`src/rtl/fifo_stream_reader_if.sv`:
```
// ---------------------------------------------------------------------------
// fifo_stream_reader_if
//   Groups the two handshake sides seen by fifo_stream_reader:
//     - the read port of a sync_fifo (fifo_empty / fifo_rd / fifo_dout)
//     - the outgoing valid/ready byte stream (m_valid / m_data / m_ready)
//
//   Stream handshake: a byte moves on a rising clk edge where m_valid=1 and
//   m_ready=1. Once m_valid is raised, m_valid and m_data hold until that
//   transfer happens. m_ready may change freely, and m_valid never depends
//   on it.
//
//   Modports
//     master : the drain engine (drives fifo_rd, m_valid, m_data)
//     slave  : the environment, i.e. the FIFO plus the stream consumer
//
//   Parameters
//     DATA_W : width of the FIFO read data and the stream data
// ---------------------------------------------------------------------------
interface fifo_stream_reader_if #(
    parameter int DATA_W = 8
);
    logic              fifo_empty;
    logic              fifo_rd;
    logic [DATA_W-1:0] fifo_dout;
    logic              m_valid;
    logic [DATA_W-1:0] m_data;
    logic              m_ready;

    modport master (
        input  fifo_empty,
        input  fifo_dout,
        input  m_ready,
        output fifo_rd,
        output m_valid,
        output m_data
    );

    modport slave (
        output fifo_empty,
        output fifo_dout,
        output m_ready,
        input  fifo_rd,
        input  m_valid,
        input  m_data
    );
endinterface

```
`src/rtl/fifo_stream_reader.sv`:
```
// ---------------------------------------------------------------------------
// fifo_stream_reader
//   Read-side drain engine for sync_fifo. It pops bytes through the FIFO
//   read port and allows for the FIFO's one-cycle registered read latency.
//   It presents those bytes on a valid/ready stream through a 2-entry output
//   buffer, so one byte per cycle is sustained under backpressure.
//
//   Ports
//     clk      in   system clock, rising edge
//     rst_n    in   asynchronous active-low reset
//     enable   in   1 = new FIFO reads may be issued
//     bus      if   fifo_stream_reader_if.master
//                     (fifo_empty, fifo_rd, fifo_dout, m_valid, m_data, m_ready)
//     xfer_cnt out  completed stream handshakes, wraps modulo 2^CNT_W
//     occ      out  debug: output buffer occupancy (0..2)
//     inflight out  debug: a FIFO read was issued last cycle and is owed
//
//   Parameters
//     DATA_W   width of FIFO read data and stream data
//     CNT_W    width of the transfer counter
//
//   Reset discards any byte already popped from the FIFO. sync_fifo must
//   therefore share this reset domain.
// ---------------------------------------------------------------------------
`default_nettype none

module fifo_stream_reader #(
    parameter int DATA_W = 8,
    parameter int CNT_W  = 16
) (
    input  wire logic              clk,
    input  wire logic              rst_n,
    input  wire logic              enable,
    fifo_stream_reader_if.master   bus,
    output logic [CNT_W-1:0]       xfer_cnt,
    output logic [1:0]             occ,
    output logic                   inflight
);

    // Registered state
    logic [1:0]        occ_q;
    logic              inflight_q;
    logic [DATA_W-1:0] buf0_q;
    logic [DATA_W-1:0] buf1_q;
    logic [CNT_W-1:0]  cnt_q;

    // Next-state / combinational helpers
    logic [1:0]        occ_d;
    logic [DATA_W-1:0] buf0_d;
    logic [DATA_W-1:0] buf1_d;
    logic              pop;
    logic [1:0]        level;
    logic [1:0]        cap_idx;
    logic              rd;

    // Stream outputs come from registers only, so m_ready never feeds
    // m_valid or m_data.
    assign bus.m_valid = (occ_q != 2'd0);
    assign bus.m_data  = buf0_q;
    assign pop         = bus.m_valid & bus.m_ready;

    // Bytes that will sit in the buffer after this edge if no new read
    // is issued: current entries plus the owed byte, minus the one leaving.
    // pop implies occ_q >= 1, so this cannot underflow. occ_q + inflight_q
    // never exceeds 2, so it fits in 2 bits.
    assign level = occ_q + {1'b0, inflight_q} - {1'b0, pop};

    // A new read is allowed only if its byte is sure to have a slot when it
    // arrives next cycle. rst_n gates the strobe so the FIFO is never popped
    // while this block is held in reset.
    assign rd          = rst_n & enable & ~bus.fifo_empty & (level <= 2'd1);
    assign bus.fifo_rd = rd;

    // Slot index for an arriving byte: the first free slot after this
    // edge's pop has shifted the buffer.
    assign cap_idx = occ_q - {1'b0, pop};

    always_comb begin
        buf0_d = buf0_q;
        buf1_d = buf1_q;
        occ_d  = occ_q - {1'b0, pop} + {1'b0, inflight_q};

        // Shift the buffer on pop. buf1 keeps its stale copy; occ says it
        // is empty.
        if (pop) begin
            buf0_d = buf1_q;
        end

        // The capture wins over the shift when both target buf0.
        if (inflight_q) begin
            if (cap_idx == 2'd0) begin
                buf0_d = bus.fifo_dout;
            end else begin
                buf1_d = bus.fifo_dout;
            end
        end
    end

    always_ff @(posedge clk or negedge rst_n) begin
        if (!rst_n) begin
            occ_q      <= 2'd0;
            inflight_q <= 1'b0;
            buf0_q     <= '0;
            buf1_q     <= '0;
            cnt_q      <= '0;
        end else begin
            occ_q      <= occ_d;
            inflight_q <= rd;
            buf0_q     <= buf0_d;
            buf1_q     <= buf1_d;
            if (pop) begin
                cnt_q <= cnt_q + 1'b1;
            end
        end
    end

    assign xfer_cnt = cnt_q;
    assign occ      = occ_q;
    assign inflight = inflight_q;

`ifndef SYNTHESIS
    // A full buffer with a byte arriving and none leaving would lose data.
    // The read gating above must make this unreachable.
    a_no_overrun: assert property (@(posedge clk) disable iff (!rst_n)
        !(inflight_q && (occ_q == 2'd2) && !pop));

    a_occ_range: assert property (@(posedge clk) disable iff (!rst_n)
        (occ_q <= 2'd2));
`endif

endmodule

`default_nettype wire

```
`src/flat_wrapper.sv`:
```
// flat-port wrapper written by rule: the top's interface ports become plain ports
module fifo_stream_reader_flat 
#(
    parameter int DATA_W = 8,
    parameter int CNT_W  = 16
)
  (clk, rst_n, enable, xfer_cnt, occ, inflight, bus_fifo_empty, bus_fifo_dout, bus_m_ready, bus_fifo_rd, bus_m_valid, bus_m_data);
  fifo_stream_reader_if #(.DATA_W(DATA_W)) bus_i ();
  input  wire logic clk;
  input  wire logic rst_n;
  input  wire logic enable;
  output logic [CNT_W-1:0] xfer_cnt;
  output logic [1:0] occ;
  output logic inflight;
  input wire logic [$bits(bus_i.fifo_empty)-1:0] bus_fifo_empty;
  input wire logic [$bits(bus_i.fifo_dout)-1:0] bus_fifo_dout;
  input wire logic [$bits(bus_i.m_ready)-1:0] bus_m_ready;
  output wire logic [$bits(bus_i.fifo_rd)-1:0] bus_fifo_rd;
  output wire logic [$bits(bus_i.m_valid)-1:0] bus_m_valid;
  output wire logic [$bits(bus_i.m_data)-1:0] bus_m_data;
  assign bus_i.fifo_empty = bus_fifo_empty;
  assign bus_i.fifo_dout = bus_fifo_dout;
  assign bus_i.m_ready = bus_m_ready;
  assign bus_fifo_rd = bus_i.fifo_rd;
  assign bus_m_valid = bus_i.m_valid;
  assign bus_m_data = bus_i.m_data;
  fifo_stream_reader #(.DATA_W(DATA_W), .CNT_W(CNT_W)) u_core (.clk(clk), .rst_n(rst_n), .enable(enable), .bus(bus_i), .xfer_cnt(xfer_cnt), .occ(occ), .inflight(inflight));
endmodule
```
`config.mk`:
```
export PLATFORM = sky130hd
export DESIGN_NAME = fifo_stream_reader_flat
export DESIGN_NICKNAME = d
export VERILOG_FILES = /design/src/rtl/fifo_stream_reader_if.sv /design/src/rtl/fifo_stream_reader.sv /design/src/flat_wrapper.sv
export SDC_FILE = /design/constraint.sdc
export NUM_CORES = 1
export LEC_CHECK = 0
export ABC_AREA = 0
export CAP_MARGIN = 20
export CORE_MARGIN = 2
export CORE_UTILIZATION = 47
export DETAILED_ROUTE_END_ITERATION = 10
export MAX_ROUTING_LAYER = met4
export PLACE_DENSITY = 0.9
export SYNTH_ARGS = -nofsm -noshare
export SYNTH_HDL_FRONTEND = slang
export SYNTH_SLANG_ARGS = --single-unit
export TNS_END_PERCENT = 5
```
`constraint.sdc`:
```
create_clock -name clk -period 2.1 [get_ports clk]
set_clock_uncertainty 0.1 [all_clocks]
set_input_delay 0.21 -clock clk [delete_from_list [all_inputs] [get_ports clk]]
set_output_delay 0.21 -clock clk [all_outputs]
set_load 0.02 [all_outputs]
```
-- Word-level counts from Yosys, hierarchy flattened
Cells that the tools add are included.
- register bits: 35
- bitwise operators: 6
- multiplexer cells: 3
- reductions and logical operators: 3
- add/sub/neg operators: 5
- $lt $le $gt $ge: 1
- operator list (operator ; number):
    $mux W8 ; 3
    $add A16 B1 Y16 const B ; 1
    $add A2 B1 Y2 ; 2
    $and A1 B1 Y1 ; 4
    $sub A2 B1 Y2 ; 2
    $le A2 B1 Y1 const B ; 1
    $logic_not A2 Y1 ; 1
    $not A1 Y1 ; 2
    $reduce_and A2 Y1 ; 1
    $reduce_bool A2 Y1 ; 1

-- Longest topological paths before layout
- word-level depth: 6
- depth in mapped cells: 5
- mapped depth without buffers: 5

-- Worst setup path before layout
No wires, ideal clock.
- kind: register -> output
- start: register u_core.occ_q[0], in the netlist u_core.occ[0]
- end: output bus_fifo_rd
- data arrival time: 1.756 ns
- data required time: 1.790 ns
- stages on the path, launching flop included: 6
- buffers on the path: 0
- path slack: 0.034 ns
- cells stage by stage: dfrtp_1 -> and2b_1 -> a21o_1 -> ha_1 -> xor2_1 -> nor3_1
- cells in the longest elaborated chain, start to end: 5
- elaborated cells on any way between the ends: 6
- RTL lines (item ; line ; text):
    from (decl) ; fifo_stream_reader.sv:41 ; logic [1:0] occ_q;
    from (signal assigned) ; fifo_stream_reader.sv:101 ; occ_q <= 2'd0;
    from (signal assigned) ; fifo_stream_reader.sv:107 ; occ_q <= occ_d;
    branches (longest 2 deep; another with $add A2 B1 Y2) ; -- ;
    $sub A2 B1 Y2 (*) ; fifo_stream_reader.sv:66 ; assign level = occ_q + {1'b0, inflight_q} - {1'b0, pop};
    $le A2 B1 Y1 (*) ; fifo_stream_reader.sv:71 ; assign rd = rst_n & enable & ~bus.fifo_empty & (level <= 2'd1);
    $and A1 B1 Y1 (*) ; fifo_stream_reader.sv:71 ;
    to (decl) ; flat_wrapper.sv:18 ; output wire logic [$bits(bus_i.fifo_rd)-1:0] bus_fifo_rd;
Mark *: on every way between the ends.

-- Worst setup path after layout
Same ends and word-level chain as after synthesis.

==> impl_metrics.ini <==
[run_status]
status = complete, but fails checks
failed_checks = setup timing

[floorplan]
core-area_um2 = 3050
die_height_um = 60.8
core.rowCount = 20
initial_core_util_pct = 49.6
die_w_um = 60.8
io_pins = 42
die-area_um2 = 3690

[drt]
drt-total-wl_um = 3210
drtIter0Drc = 36
wl_per_cell_um = 14.3
ant_nets = 0
drc = 0
vias = 1140
first_pass_iters = 4
detail_route.vias_per_cell = 5.09

[critical_path]
slowest_delay_ns = 0.43
cp_cell_sequence = and2b_1 > a21o_1 > ha_2 > xor2_1 > nor3_2 > buf_4
cpMaxStageDelayCell = dfrtp_1
cp.required_ns = 1.79
worstSetupPathType = reg -> out
crit_path_end_kind = output pin
r2r_end = u_core.buf1_q[1]
startpoint_type = register
reg2reg_from = u_core.occ[0]
rr_worst_depth = 6
rrSetupSlack_ns = 0.38
path_max_fanout = 4
worstPathArrival_ns = 1.84

[clock_network]
clock-sinks = 35
cts.path.max_buffers = 2
worst_setup_hold_path_clk_slew_ns = 0.10
root_buffer = clkbuf_4
clock_latency_ns = 0.34
htreeDepth = 2
cts_buffers = 5
cts_tree = built

[power]
power.density_nw_per_um2 = 991
leakagePower_uw = 0.00102
p_total_uw = 2130
ir_worst_vdd_mv = 0.734

[layout]
area_growth_syn_to_layout_pct = 41.5
n_antenna_cell = 0
layout_commonest_cell = clkdlybuf4s50_1
seq_area_um2 = 876
final_cell_mix = 39 x clkdlybuf4s50_1, 35 x dfrtp_1, 16 x nand2_1
drive_above_1_share_pct = 20.0
utilization_pct = 70.2
layout.nets = 194
multi_input_area_um2 = 631
layout.cells.non_filler = 224
fillerInstances = 252

[global_route]
antenna_found_initial = 0
grt_max_degree = 36
grt_use_total_pct = 21.0
grt_pass1_vias = 1200
grt-ovfl-total = 0
grt_pass1_wl_um = 5430

[timing]
fin_crit_ns = 2.15
clock.fmax_mhz = 465
tightest_slew_ns = 0.436
setup_ws_ns = -0.0487
rsz0062_at_grt = true
setup_viol = 1
holdWs_ns = 0.256
finalCritPeriodShare_pct = 102
slew_headroom_pct = 70.9
slew_viol_final = 0
finalSetupTns_ns = -0.0487
hold_violations = 0

[logic_synthesis]
syn-num-nets = 137
synth_seq_cells = 35
synth.top_cell.area_share_pct = 57.8
yosys-top-cells-area = dfrtp_1 58%, xnor2_1 6.4%, mux2_2 5.9%, mux2i_1 5.3%, nand2_1 4.0%
synth_area_leader_cell = dfrtp_1
syn-cell-area_um2 = 1520
postSynthCellCount = 122
yosysUniqueCellTypes = 26
synth_seq_area_share_pct = 57.8
yosysWarnings = 0
syn-mean-instance-area_um2 = 12.4

[placement]
globalplace.congestion = 0.824
io_buffers = 41
dp.cells = 214
dp_hpwl_um = 2230

[run]
drv_cap = 0

[hold_path]
hp-class = in -> async
[metrics by stage]
stage	setup slack [ns]	instance area, µm²
6_report	-0.0487	2140
5_1_grt	-0.138	2140
4_1_cts	0.0103	2140
3_5_place_dp	-0.529	2040
3_3_place_gp	-0.452	2040
2_1_floorplan	0.0341	1520
[logic make-up after synthesis]
family | after synthesis | share of synthesized area, %
AND/OR/NAND/NOR | 39 | 14.2
flip-flops | 35 | 57.8
XOR/XNOR | 16 | 9.25
multiplexers | 16 | 11.2
AO/OA/AOI/OAI | 11 | 4.79
buffers and inverters | 3 | 1.07
adder cells (fa/ha/maj) | 2 | 1.65
[state kept, by name, indices dropped and copies added (netlist names)]
register,cells
u_core.buf1_q,8
u_core.bus.m_data,8
u_core.inflight,1
u_core.occ,2
u_core.xfer_cnt,16
[timing repair]
action / 4_1_cts / 5_1_grt
gates resized for setup: 8 / 1
pin swaps: 1 / 0
setup endpoints to repair: 1 / 2
hold buffers: 0 / 0
setup buffers: 2 / 0
[synthesized netlist by cell type]
cell type	number
o21ai_0	8
buf_2	1
nand4_1	6
xnor2_1	11
o21ai_2	1
nor2b_1	2
and2b_1	1
nand2_1	16
o21ai_4	1
nor3_2	2
inv_1	1
and2_1	1
nor3_1	2
and3_1	1
a21o_1	1
or2_2	1
nand3_1	3
nor2_1	1
ha_1	2
nor3b_2	1
mux2_2	8
xor2_1	5
dfrtp_1	35
buf_4	1
mux2i_1	8
and4_1	2
[layer usage]
layer	GRT usage, %	vias to the layer above	share of wire, %
li1	-	534	-
met5	-	-	0
met2	34.3	42	50
met4	7.45	0	1.9
met3	6.82	9	6.1
met1	24.1	555	42
[area by class of cell]
type,count,share of cell area [%]
Sequential cell,35,40.8
Multi-Input combinational cell,84,29.4
Timing Repair Buffer,52,23.0
Tap cell,44,2.57
Clock buffer,6,2.39
Clock inverter,2,1.63
Inverter,1,0.175
[worst max-delay path by stage]
stage / startpoint / cells past startpoint / endpoint
final: u_core.occ[0] / 6 / bus_fifo_rd
after global routing: u_core.occ[0] / 6 / bus_fifo_rd
after CTS: u_core.occ[0] / 6 / bus_fifo_rd
after detailed placement: bus_m_ready / 7 / bus_fifo_rd
after global placement: bus_m_ready / 7 / bus_fifo_rd
after floorplan: u_core.occ[0] / 5 / bus_fifo_rd
[worst max-delay path, delay by kind of cell, from the launching register on]
kind	cells	cell delay, ns
compound gates	1	0.16
xor+xnor	1	0.18
fa+ha+maj	1	0.17
buf+inv	1	0.19
flops	1	0.43
simple gates	2	0.39
[power by group]
part / internal [µW] / switching [µW]
clock network: 281 / 225
logic: 344 / 317
registers: 831 / 126
No activity file was read; power rests on OpenSTA's default activity.
